===== config.mk =====
export PLATFORM = sky130hd
export DESIGN_NAME = mem_fill
export DESIGN_NICKNAME = d
export VERILOG_FILES = /design/src/rtl/mem_fill.sv
export SDC_FILE = /design/constraint.sdc
export NUM_CORES = 1
export LEC_CHECK = 0
export ABC_AREA = 1
export CORE_ASPECT_RATIO = 1.75
export CORE_MARGIN = 2
export CORE_UTILIZATION = 53
export DETAILED_ROUTE_END_ITERATION = 10
export PLACE_DENSITY = 0.84
export SYNTH_ARGS = -nofsm -noshare
export SYNTH_HDL_FRONTEND = slang
export SYNTH_SLANG_ARGS = --single-unit

===== constraint.sdc =====
create_clock -name clk -period 4.87 [get_ports clk]
set_input_delay 0.7305 -clock clk [delete_from_list [all_inputs] [get_ports clk]]
set_output_delay 0.7305 -clock clk [all_outputs]
set_load 0.1 [all_outputs]

===== src/rtl/mem_fill.sv =====
// mem_fill: range fill engine for a single-port RAM, one word per cycle.
// Patterns: identity, constant, complement, xor with fill_val.
// Define MEM_FILL_VERIFY_EN to build the read-back verify pass (READ/CHECK) and a sticky err flag.
// Without the macro, rddata is ignored and err is tied low.
module mem_fill #(
    parameter int ADDR_W = 8,
    parameter int DATA_W = 8
) (
    input  logic              clk,
    input  logic              rst,
    input  logic              en,
    output logic              rdy,
    input  logic [1:0]        mode,
    input  logic [ADDR_W-1:0] lo_addr,
    input  logic [ADDR_W-1:0] hi_addr,
    input  logic [DATA_W-1:0] fill_val,
    output logic [ADDR_W-1:0] addr,
    output logic [DATA_W-1:0] wrdata,
    output logic              wren,
    input  logic [DATA_W-1:0] rddata,
    output logic              err
);

    typedef enum logic [1:0] {S_IDLE, S_WRITE, S_READ, S_CHECK} state_t;

    // The cursor has one extra bit so hi_addr = all-ones ends the range without wrapping to 0.
    localparam logic [ADDR_W:0] CUR_ONE = (ADDR_W+1)'(1);

    state_t            state_q, state_d;
    logic [1:0]        mode_q, mode_d;
    logic [ADDR_W-1:0] hi_q, hi_d;
    logic [DATA_W-1:0] fv_q, fv_d;
    logic [ADDR_W:0]   cur_q, cur_d;
    logic              rdy_q, rdy_d;
    logic              wren_q, wren_d;
    logic [ADDR_W-1:0] addr_q, addr_d;
    logic [DATA_W-1:0] wrdata_q, wrdata_d;
    logic              cur_past_hi;

`ifdef MEM_FILL_VERIFY_EN
    logic [ADDR_W-1:0] lo_q, lo_d;
    logic              err_q, err_d;
    logic              rd_pend_q, rd_pend_d;  // addr_q holds a read address this cycle
    logic              cmp_vld_q, cmp_vld_d;  // rddata answers last cycle's read
    logic [DATA_W-1:0] exp_q, exp_d;          // expected word for that read
`endif

    // Pattern for address a; the address is zero-extended or truncated to the word width.
    function automatic logic [DATA_W-1:0] pattern(input logic [1:0] m,
                                                  input logic [ADDR_W-1:0] a,
                                                  input logic [DATA_W-1:0] fv);
        logic [DATA_W-1:0] ae;
        ae = DATA_W'(a);
        case (m)
            2'b00:   pattern = ae;
            2'b01:   pattern = fv;
            2'b10:   pattern = ~ae;
            default: pattern = ae ^ fv;
        endcase
    endfunction

    assign cur_past_hi = cur_q > {1'b0, hi_q};

    // Next-state and registered-output computation for the fill/verify sequencer.
    always_comb begin
        state_d  = state_q;
        mode_d   = mode_q;
        hi_d     = hi_q;
        fv_d     = fv_q;
        cur_d    = cur_q;
        rdy_d    = rdy_q;
        wren_d   = 1'b0;
        addr_d   = addr_q;
        wrdata_d = wrdata_q;
`ifdef MEM_FILL_VERIFY_EN
        lo_d      = lo_q;
        rd_pend_d = 1'b0;
        cmp_vld_d = rd_pend_q;
        exp_d     = rd_pend_q ? pattern(mode_q, addr_q, fv_q) : exp_q;
        err_d     = err_q | (cmp_vld_q && (rddata != exp_q));
`endif
        case (state_q)
            S_IDLE: begin
                rdy_d = 1'b1;
                if (en) begin
                    mode_d  = mode;
                    hi_d    = hi_addr;
                    fv_d    = fill_val;
                    cur_d   = {1'b0, lo_addr};
                    rdy_d   = 1'b0;
                    state_d = S_WRITE;
`ifdef MEM_FILL_VERIFY_EN
                    lo_d  = lo_addr;
                    err_d = 1'b0;
`endif
                end
            end
            S_WRITE: begin
                // An empty range (lo > hi) lands here with the cursor already past hi.
                if (cur_past_hi) begin
`ifdef MEM_FILL_VERIFY_EN
                    if (lo_q <= hi_q) begin
                        state_d   = S_READ;
                        addr_d    = lo_q;
                        cur_d     = {1'b0, lo_q} + CUR_ONE;
                        rd_pend_d = 1'b1;
                    end else begin
                        state_d = S_IDLE;
                        rdy_d   = 1'b1;
                    end
`else
                    state_d = S_IDLE;
                    rdy_d   = 1'b1;
`endif
                end else begin
                    wren_d   = 1'b1;
                    addr_d   = cur_q[ADDR_W-1:0];
                    wrdata_d = pattern(mode_q, cur_q[ADDR_W-1:0], fv_q);
                    cur_d    = cur_q + CUR_ONE;
                end
            end
`ifdef MEM_FILL_VERIFY_EN
            S_READ: begin
                if (cur_past_hi) begin
                    state_d = S_CHECK;
                end else begin
                    addr_d    = cur_q[ADDR_W-1:0];
                    cur_d     = cur_q + CUR_ONE;
                    rd_pend_d = 1'b1;
                end
            end
            S_CHECK: begin
                // Last compare happens this cycle; err lands on the same edge rdy rises.
                state_d = S_IDLE;
                rdy_d   = 1'b1;
            end
`endif
            default: begin
                state_d = S_IDLE;
                rdy_d   = 1'b1;
            end
        endcase
    end

    // State and output registers with synchronous reset; reset aborts any job on that edge.
    always_ff @(posedge clk) begin
        if (rst) begin
            state_q  <= S_IDLE;
            mode_q   <= 2'b00;
            hi_q     <= '0;
            fv_q     <= '0;
            cur_q    <= '0;
            rdy_q    <= 1'b1;
            wren_q   <= 1'b0;
            addr_q   <= '0;
            wrdata_q <= '0;
`ifdef MEM_FILL_VERIFY_EN
            lo_q      <= '0;
            err_q     <= 1'b0;
            rd_pend_q <= 1'b0;
            cmp_vld_q <= 1'b0;
            exp_q     <= '0;
`endif
        end else begin
            state_q  <= state_d;
            mode_q   <= mode_d;
            hi_q     <= hi_d;
            fv_q     <= fv_d;
            cur_q    <= cur_d;
            rdy_q    <= rdy_d;
            wren_q   <= wren_d;
            addr_q   <= addr_d;
            wrdata_q <= wrdata_d;
`ifdef MEM_FILL_VERIFY_EN
            lo_q      <= lo_d;
            err_q     <= err_d;
            rd_pend_q <= rd_pend_d;
            cmp_vld_q <= cmp_vld_d;
            exp_q     <= exp_d;
`endif
        end
    end

    assign rdy    = rdy_q;
    assign wren   = wren_q;
    assign addr   = addr_q;
    assign wrdata = wrdata_q;

`ifdef MEM_FILL_VERIFY_EN
    assign err = err_q;
`else
    logic unused_rddata;
    assign unused_rddata = ^rddata;
    assign err = 1'b0;
`endif

endmodule


==> results of run 1 <==
-- sequential cells by signal, indices dropped and copies added, names as in the netlist --
register  count
cur_q         9
hi_q          8
wrdata        8
wren          1
state_q       1
rdy           1
mode_q        2
addr          8
fv_q          8
-- final timing paths --
| check | start | end | slack [ns] | cells past startpoint |
|---|---|---|---|---|
| setup / recovery | addr[0]$_SDFFE_PP0P_ | addr[0] | 2.37 | 1 |
| hold / removal | fv_q[6]$_SDFFE_PP0P_ | fv_q[6]$_SDFFE_PP0P_ | 0.46 | 2 |
| setup reg to reg | cur_q[4]$_SDFFE_PP0P_ | rdy$_SDFFE_PP1P_ | 2.87 | 11 |
| hold reg to reg | fv_q[6]$_SDFFE_PP0P_ | fv_q[6]$_SDFFE_PP0P_ | 0.46 | 2 |
-- cells in the final DEF (no fill, tap or decap) --
master	instances
a21oi_1	27
a21oi_2	1
buf_4	1
bufinv_16	1
clkbuf_8	6
clkdlybuf4s50_1	46
conb_1	1
dfxtp_1	46
ha_1	9
inv_1	32
inv_2	1
nand2_1	84
nand2_4	1
nand2_8	1
nand3_1	30
nand3_2	6
nand3b_1	1
nand4_1	1
nor2_1	32
nor2_2	1
nor2_8	1
nor3_1	1
o21ai_0	30
o21ai_1	7
or2_0	1
or2_1	1
xnor2_1	1
xor2_1	2
-- kinds of logic after synthesis --
family,after synthesis
simple gates,161
compound gates,65
fa+ha+maj,9
flops,46
buf+inv,51
other cells,1
xor+xnor,3
-- stage by stage --
stage                     cell area, µm²  setup slack [ns]  std cells  utilization
after floorplan                     2360              3.21        336            -
after global placement              2780              2.20        416        0.638
after detailed placement            2780              2.15        416        0.638
after CTS                           2900              2.35        423        0.663
after global routing                2900              2.23        423        0.663
final                               2900              2.37        423        0.663
-- area by class of cell --
| cell class | instances | area (µm²) | area share |
|---|---|---|---|
| multi-input cells | 239 | 1210 | 0.417 |
| flip-flops and latches | 46 | 921 | 0.318 |
| repair buffers | 47 | 468 | 0.162 |
| inverters | 33 | 124 | 0.0428 |
| clock buffers | 6 | 82.6 | 0.0285 |
| well taps | 51 | 63.8 | 0.0220 |
| clock inverters | 1 | 30.0 | 0.0104 |
-- worst reg2reg max path: cells and delay by family (launching register included) --
| family | cells | cell delay [ns] |
|---|---|---|
| fa+ha+maj | 1 | 0.32 |
| flops | 1 | 0.57 |
| buf+inv | 1 | 0.05 |
| compound gates | 1 | 0.25 |
| simple gates | 8 | 0.71 |
-- per-layer routing --
layer  vias up  track usage
met5         -            0
met4         0       0.0875
met3         8       0.0358
met2        65        0.445
met1      1014        0.257
li1       1152            -
-- power by group through the flow --
stage	Clock, mW	Sequential, mW	Combinational, mW
after floorplan	0	0.637	0.262
after global placement	0	0.489	0.510
after detailed placement	0	0.490	0.520
after CTS	0.294	0.482	0.524
after global routing	0.311	0.490	0.571
final	0.289	0.482	0.522
==> impl_metrics.yaml, run 1 <==
cells_and_area:
  fin_nets: 418
  syn_to_final_growth_pct: 22.7
  nFillCells: 413
  antenna_cells: 0
  drive_above_1_share: 0.0538
clocking:
  post_cts_resize_count: 0
  cts_root_buf: "clkbuf_8"
  clkLatencyLatePin_ns: 0.30
  hold_buffers: 0
  htreeDepth: 2
  cts_max_path_buffers: 2
  cts_setup_buffers: 0
  cts_tree: "built"
  cts.sinks: 46
  cts_buffers: 5
  clk_pin_slew_ns: 0.08
sta:
  finClkSkew_ns: 0.00589
  hold_slack_ns: 0.457
  final_max_slew_viol_count: 0
  period_minus_slack_ns: 2.50
  tightestPinTransition_ns: 1.12
  setup_tns_ns: 0
  rsz0062_at_grt: "false"
  relSlewSlack: 0.251
  max_freq_mhz: 400
  finalHoldViolCount: 0
  setup_violations: 0
  fin_crit_sh: 0.513
floorplan:
  die_area_um2: 5020
  core_um2: 4360
  std_cell_rows: 32
  die_y_um: 92.3
  io-pin-count: 56
  die_w_um: 54.4
  initial_core_util: 0.541
pwr:
  power_frac_comb: 0.404
  switching_share: 0.421
  p_sw_mw: 0.545
  seq_power_share: 0.373
  p_clk_frac: 0.223
  intPower_mw: 0.748
  power.total_mw: 1.29
  power_density_nw_per_um2: 447
  vdd_drop_max_uv: 364
  power_leakage_nw: 1.29
synthesis:
  syn_area_um2: 2360
  synthSimpleGateAreaFrac: 0.311
  syn_avg_cell_area_um2: 7.02
  post-synth-top-count-cell: "nand2_1"
  synth-seq-area-share: 0.390
  synthXorXnorAreaFrac: 0.0111
  ys_ff_latch: 46
  post_synth_fa_ha_maj_area_fraction: 0.0477
  synth-compound-area-share: 0.139
  synth_top_family_by_area: "simple AND/OR/NAND/NOR gates"
  ys.flop_type: "dfxtp_1"
  synth-async-reset-ratio: 0
  synth_largest_area_cell: "dfxtp_1"
  synth_common_cells: "nand2_1 (84), dfxtp_1 (46), inv_1 (32), nor2_1 (32)"
  synth_top_area_frac: 0.390
  ys_warn_count: 0
  syn_inst: 336
  syn_nets: 382
  yosys-top-cells-area: "dfxtp_1 (39%), nand2_1 (13%), nand3_1 (6.4%)"
  synth-edff-count: 0
  synthDistinctLibCells: 29
  muxShareOfSynthArea: 0
global_route:
  grt_pass1_wl_mm: 9.10
  gr-total-overflow: 0
  grt_pass1_vias: 2163
  antenna_found_initial: 0
  grt_max_degree: 53
  track_usage: 0.241
drt:
  post-route-drc-count: 0
  routed-via-count: 2239
  drt_pass1_iterations: 4
  dr_wl_met3_um: 243
  top_layer: "met4"
  drtAntennaViolNets: 0
  vias_per_cell: 5.29
  routed_wirelength_mm: 5.30
  wl_met2_mm: 2.88
  wire_per_inst_um: 12.5
  drtIter0Drc: 91
  wl_met1_mm: 2.08
place:
  port_buffers: 46
  place_congestion: 0.896
  dp_hpwl_mm: 3.77
critical_path:
  arrival_ns: 1.77
  criticalPathCategory: "register to output pin"
  cp_slowest_cell: "clkdlybuf4s50_1"
  cp_slowest_stage_delay_ns: 1.13
  path_buf_inv: 1
  start_kind: "register"
  crit_fanout: 2
  path_delay_family: "buffers and inverters"
  cp-end-kind: "output pin"
  worstPathRequired_ns: 4.14
  worstPathCellList: "clkdlybuf4s50_1"
outcome:
  status: "completed"
run:
  drv_cap: 0
hold_path:
  min_path_type: "register to register"
No activity file was read; power rests on OpenSTA's default activity.
==> run 2, diff against run 1 <==
--- a/config.mk
+++ b/config.mk
@@ -8,9 +8,9 @@
 export ABC_AREA = 1
 export CORE_ASPECT_RATIO = 1.75
 export CORE_MARGIN = 2
-export CORE_UTILIZATION = 53
+export CORE_UTILIZATION = 50
 export DETAILED_ROUTE_END_ITERATION = 10
-export PLACE_DENSITY = 0.84
+export PLACE_DENSITY = 0.8
 export SYNTH_ARGS = -nofsm -noshare
 export SYNTH_HDL_FRONTEND = slang
 export SYNTH_SLANG_ARGS = --single-unit
==> constraint.sdc (replaced) <==
create_clock -name clk -period 2.6 [get_ports clk]
set_input_delay 0.39 -clock clk [delete_from_list [all_inputs] [get_ports clk]]
set_output_delay 0.39 -clock clk [all_outputs]
set_load 0.1 [all_outputs]
==> impl_metrics.yaml, run 2 (synthesis results as in run 1) <==
run:
  drv_cap: 0
sta:
  final_max_slew_viol_count: 0
  finClkSkew_ns: 0.00379
  rsz0062_at_grt: "false"
  period_minus_slack_ns: 1.96
  setup_violations: 0
  setup_tns_ns: 0
  max_freq_mhz: 509
  finalHoldViolCount: 0
  fin_crit_sh: 0.755
floorplan:
  initial_core_util: 0.510
  core_um2: 4620
  die_area_um2: 5310
  die_w_um: 55.9
  die_y_um: 94.9
  std_cell_rows: 33
  io-pin-count: 56
critical_path:
  start_kind: "register"
  cp_common_cell: "nand2_1"
  cp-end-kind: "register"
  cp_slowest_cell: "dfxtp_1"
  critPathCapture: "addr[3]$_SDFFE_PP0P_"
  crit_fanout: 36
  worstPathRequired_ns: 2.84
  worstPathCellList: "ha_1 > nand2_1 > inv_1 > nand2_1 > nand2_1 > nand2_1 > nand3_2 > nand2_4 > nand2_8 > inv_2 > nor2_1 > nor2_1"
  critPathLaunch: "cur_q[4]$_SDFFE_PP0P_"
  arrival_ns: 2.21
  r2r_start: "cur_q[4]$_SDFFE_PP0P_"
  ff2ff_setup_slack_ns: 0.64
  reg2reg_to: "addr[3]$_SDFFE_PP0P_"
  criticalPathCategory: "register to register"
  cp_slowest_stage_delay_ns: 0.57
  ff2ff_path_depth: 12
cells_and_area:
  utilization: 0.623
  regArea_um2: 921
  fin_nets: 424
  layout_common_cells: "nand2_1 (84), dfxtp_1 (46), inv_1 (32), nor2_1 (32)"
  nFillCells: 455
  top_register: "cur_q"
  final_common_cell: "nand2_1"
  syn_to_final_growth_pct: 22.0
  largest_register_ffs: 9
  drive_above_1_share: 0.119
  multiInputGateArea_um2: 1210
  antenna_cells: 0
place:
  place_congestion: 0.844
  port_buffers: 46
  dp_hpwl_mm: 4.05
drt:
  top_layer: "met4"
  routed_wirelength_mm: 5.37
  drt_pass1_iterations: 5
  drtAntennaViolNets: 0
  dr_wl_met3_um: 155
  post-route-drc-count: 0
  routed-via-count: 2246
  wl_met1_mm: 2.24
  drtIter0Drc: 78
  wire_per_inst_um: 12.5
  wl_met2_mm: 2.83
  vias_per_cell: 5.21
clocking:
  cts_root_buf: "clkbuf_8"
  htreeDepth: 2
  cts_buffers: 5
  cts.sinks: 46
  cts_setup_buffers: 0
  clk_pin_slew_ns: 0.09
  post_cts_resize_count: 0
  cts_tree: "built"
  cts_max_path_buffers: 2
  clkLatencyLatePin_ns: 0.30
  hold_buffers: 0
pwr:
  vdd_drop_max_uv: 476
  p_sw_mw: 1.04
  p_clk_frac: 0.196
  power_density_nw_per_um2: 814
  seq_power_share: 0.380
  intPower_mw: 1.31
  switching_share: 0.443
  power_frac_comb: 0.424
  power.total_mw: 2.34
  power_leakage_nw: 1.34
global_route:
  grt_pass1_vias: 2087
  grt_max_degree: 37
  track_usage: 0.219
  grt_pass1_wl_mm: 9.27
  gr-total-overflow: 0
  antenna_found_initial: 0
hold_path:
  holdPathStages: 2
  min_path_type: "register to register"
outcome:
  status: "completed"
-- run 2: cell types whose count changed in the layout (fill, tap and decap cells not counted), sizes merged --
cell,change
buf,+24
bufinv,-1
clkinv,+1
clkinvlp,+1
clkdlybuf4s50,-18
-- run 2: layer usage --
layer,vias to the layer above,global-route usage
li1,1159,-
met1,1021,0.243
met2,56,0.415
met3,10,0.0288
met4,0,0.0893
met5,-,0
-- run 2: final cells by class --
cell class | instances | area share
Sequential cell | 46 | 0.320
Clock buffer | 6 | 0.0287
Clock inverter | 2 | 0.00435
Timing Repair Buffer | 53 | 0.163
Tap cell | 52 | 0.0226
Inverter | 33 | 0.0430
Multi-Input combinational cell | 239 | 0.419
-- run 2: power by group through the flow --
stage / Combinational (mW) / Clock, mW / Sequential [mW]
2_1_floorplan: 0.490 / 0 / 1.19
3_3_place_gp: 0.980 / 0 / 0.903
3_5_place_dp: 0.995 / 0 / 0.907
4_1_cts: 0.996 / 0.467 / 0.890
5_1_grt: 1.09 / 0.489 / 0.903
6_report: 0.993 / 0.460 / 0.891
-- run 2: worst min path at each step --
stage | from | end | slack [ns]
global route | wrdata[0]$_SDFFE_PP0P_ | wrdata[0]$_SDFFE_PP0P_ | 0.49
detailed placement | fv_q[0]$_SDFFE_PP0P_ | fv_q[0]$_SDFFE_PP0P_ | 0.45
finish | fv_q[0]$_SDFFE_PP0P_ | fv_q[0]$_SDFFE_PP0P_ | 0.46
global placement | fv_q[3]$_SDFFE_PP0P_ | fv_q[3]$_SDFFE_PP0P_ | 0.44
CTS | fv_q[0]$_SDFFE_PP0P_ | fv_q[0]$_SDFFE_PP0P_ | 0.46
floorplan | fv_q[4]$_SDFFE_PP0P_ | fv_q[4]$_SDFFE_PP0P_ | 0.43
-- run 2: metrics by stage --
step	hold slack, ns	instance area (µm²)	cells	worst slack, ns
after floorplan	0.429	2360	336	1.03
after global placement	0.442	2780	423	0.704
after global routing	0.489	2880	431	0.446
final	0.458	2880	431	0.637
after detailed placement	0.446	2780	423	0.667
after CTS	0.459	2880	431	0.642
-- run 2: critical path, delay by kind of cell, from the launching register on --
kind                       cells  cell delay [ns]
adders and majority gates      1             0.33
buffers and inverters          2             0.23
DFF                            1             0.57
and+or+nand+nor                9             0.78
==> run 3, diff against run 2 <==
==> constraint.sdc (replaced) <==
create_clock -name clk -period 1.84 [get_ports clk]
set_input_delay 0.276 -clock clk [delete_from_list [all_inputs] [get_ports clk]]
set_output_delay 0.276 -clock clk [all_outputs]
set_load 0.1 [all_outputs]
==> impl_metrics.yaml, run 3 (synthesis results as in run 1) <==
outcome:
  status: "completed"
drt:
  drtIter0Drc: 94
  routed-via-count: 2283
  post-route-drc-count: 0
  vias_per_cell: 5.17
  drtAntennaViolNets: 0
  wire_per_inst_um: 13.3
  routed_wirelength_mm: 5.87
  drt_pass1_iterations: 6
sta:
  setup_violations: 0
  final_max_slew_viol_count: 0
  relSlewSlack: 0.659
  setup_tns_ns: 0
  period_minus_slack_ns: 1.72
  finalHoldViolCount: 0
  max_freq_mhz: 581
  tightestPinTransition_ns: 0.509
  rsz0062_at_grt: "false"
  fin_crit_sh: 0.936
  setup_slack_ns: 0.117
  finClkSkew_ns: 0.00914
clocking:
  cts.sinks: 46
  clkLatencyLatePin_ns: 0.31
  cts_buffers: 5
  post_cts_resize_count: 0
  htreeDepth: 2
  cts_root_buf: "clkbuf_8"
  cts_tree: "built"
  clk_pin_slew_ns: 0.09
  cts_max_path_buffers: 2
  hold_buffers: 0
  cts_setup_buffers: 0
global_route:
  gr-total-overflow: 0
  grt_max_degree: 43
  grt_pass1_wl_mm: 9.36
  grt_pass1_vias: 2078
  antenna_found_initial: 0
  track_usage: 0.224
cells_and_area:
  multiInputGateArea_um2: 1240
  final_common_cell: "nand2_1"
  drive_above_1_share: 0.151
  antenna_cells: 0
  nFillCells: 425
  largest_register_ffs: 9
  layout_common_cells: "nand2_1 (83), dfxtp_1 (46), buf_4 (33)"
  top_register: "cur_q"
  fin_nets: 435
  syn_to_final_growth_pct: 27.6
  regArea_um2: 921
  final_area_um2: 3010
critical_path:
  cp-end-kind: "register"
  r2r_start: "cur_q[3]$_SDFFE_PP0P_"
  reg2reg_to: "cur_q[0]$_SDFFE_PP0P_"
  cp_slowest_cell: "dfxtp_1"
  cp_slowest_stage_delay_ns: 0.41
  criticalPathCategory: "register to register"
  ff2ff_setup_slack_ns: 0.12
  start_kind: "register"
  worstPathCellList: "ha_1 > nand2_2 > inv_1 > nand2_1 > nand2_1 > nand2_1 > nand3_2 > nand2_4 > nand2_8 > a21oi_1 > nor2_1"
  crit_fanout: 9
  cp_common_cell: "nand2_1"
  worstPathRequired_ns: 2.04
  arrival_ns: 1.92
  ff2ff_path_depth: 11
hold_path:
  min_path_type: "register to register"
  holdPathStages: 2
  hold_path.startpoint: "hi_q[4]$_SDFFE_PP0P_"
  holdPathEnd: "hi_q[4]$_SDFFE_PP0P_"
pwr:
  power_leakage_nw: 1.42
  power_density_nw_per_um2: 1190
  vdd_drop_max_uv: 843
floorplan:
  die_area_um2: 5310
  die_w_um: 55.9
  std_cell_rows: 33
  initial_core_util: 0.510
  io-pin-count: 56
  core_um2: 4620
  die_y_um: 94.9
place:
  dp_hpwl_mm: 4.21
  place_area_um2: 2860
  place_congestion: 0.902
  port_buffers: 46
  place_ws_ns: 0.0843
run:
  drv_cap: 0
run 3: routing by layer:
layer,track usage,wire length [µm],vias up
li1,-,-,1182
met3,0.0384,222,16
met4,0.0913,195,0
met5,0,0,-
met2,0.422,3130,69
met1,0.246,2320,1016
run 3: worst max path at each step:
stage | slack (ns) | cells after the start | from | to
after floorplan | 0.27 | 12 | cur_q[2]$_SDFFE_PP0P_ | cur_q[2]$_SDFFE_PP0P_
after global placement | 0.09 | 12 | hi_q[4]$_SDFFE_PP0P_ | cur_q[2]$_SDFFE_PP0P_
after detailed placement | 0.08 | 11 | cur_q[3]$_SDFFE_PP0P_ | cur_q[2]$_SDFFE_PP0P_
after CTS | 0.05 | 12 | hi_q[4]$_SDFFE_PP0P_ | rdy$_SDFFE_PP1P_
after global routing | 0.002 | 13 | hi_q[4]$_SDFFE_PP0P_ | wrdata[5]$_SDFFE_PP0P_
final | 0.12 | 11 | cur_q[3]$_SDFFE_PP0P_ | cur_q[0]$_SDFFE_PP0P_
run 3: critical path, delay by kind of cell, from the launching register on:
family	cells	cell delay (ns)
adder cells (fa/ha/maj)	1	0.28
flip-flops	1	0.41
AO/OA/AOI/OAI	1	0.22
AND/OR/NAND/NOR	8	0.66
buffers and inverters	1	0.05
run 3: area by class of cell:
class / instances / share of cell area
clock inverter: 3 / 0.0145
clock buffer: 5 / 0.0229
tap: 52 / 0.0216
inverter: 33 / 0.0420
multi-input combinational: 241 / 0.411
timing repair buffer: 62 / 0.182
sequential: 46 / 0.306
run 3: per-stage QoR:
stage | util | hold WS [ns] | total power, mW | std cells
floorplan | - | 0.345 | 2.38 | 336
global placement | 0.619 | 0.444 | 2.71 | 432
detailed placement | 0.619 | 0.451 | 2.75 | 432
CTS | 0.644 | 0.465 | 3.52 | 440
global route | 0.651 | 0.485 | 3.76 | 442
finish | 0.651 | 0.461 | 3.57 | 442
run 3: report_power, final:
part | internal [mW] | total [mW] | switching [mW]
registers | 1.14 | 1.21 | 0.0767
clock network | 0.408 | 0.782 | 0.374
logic | 0.465 | 1.58 | 1.11
total | 2.01 | 3.57 | 1.56
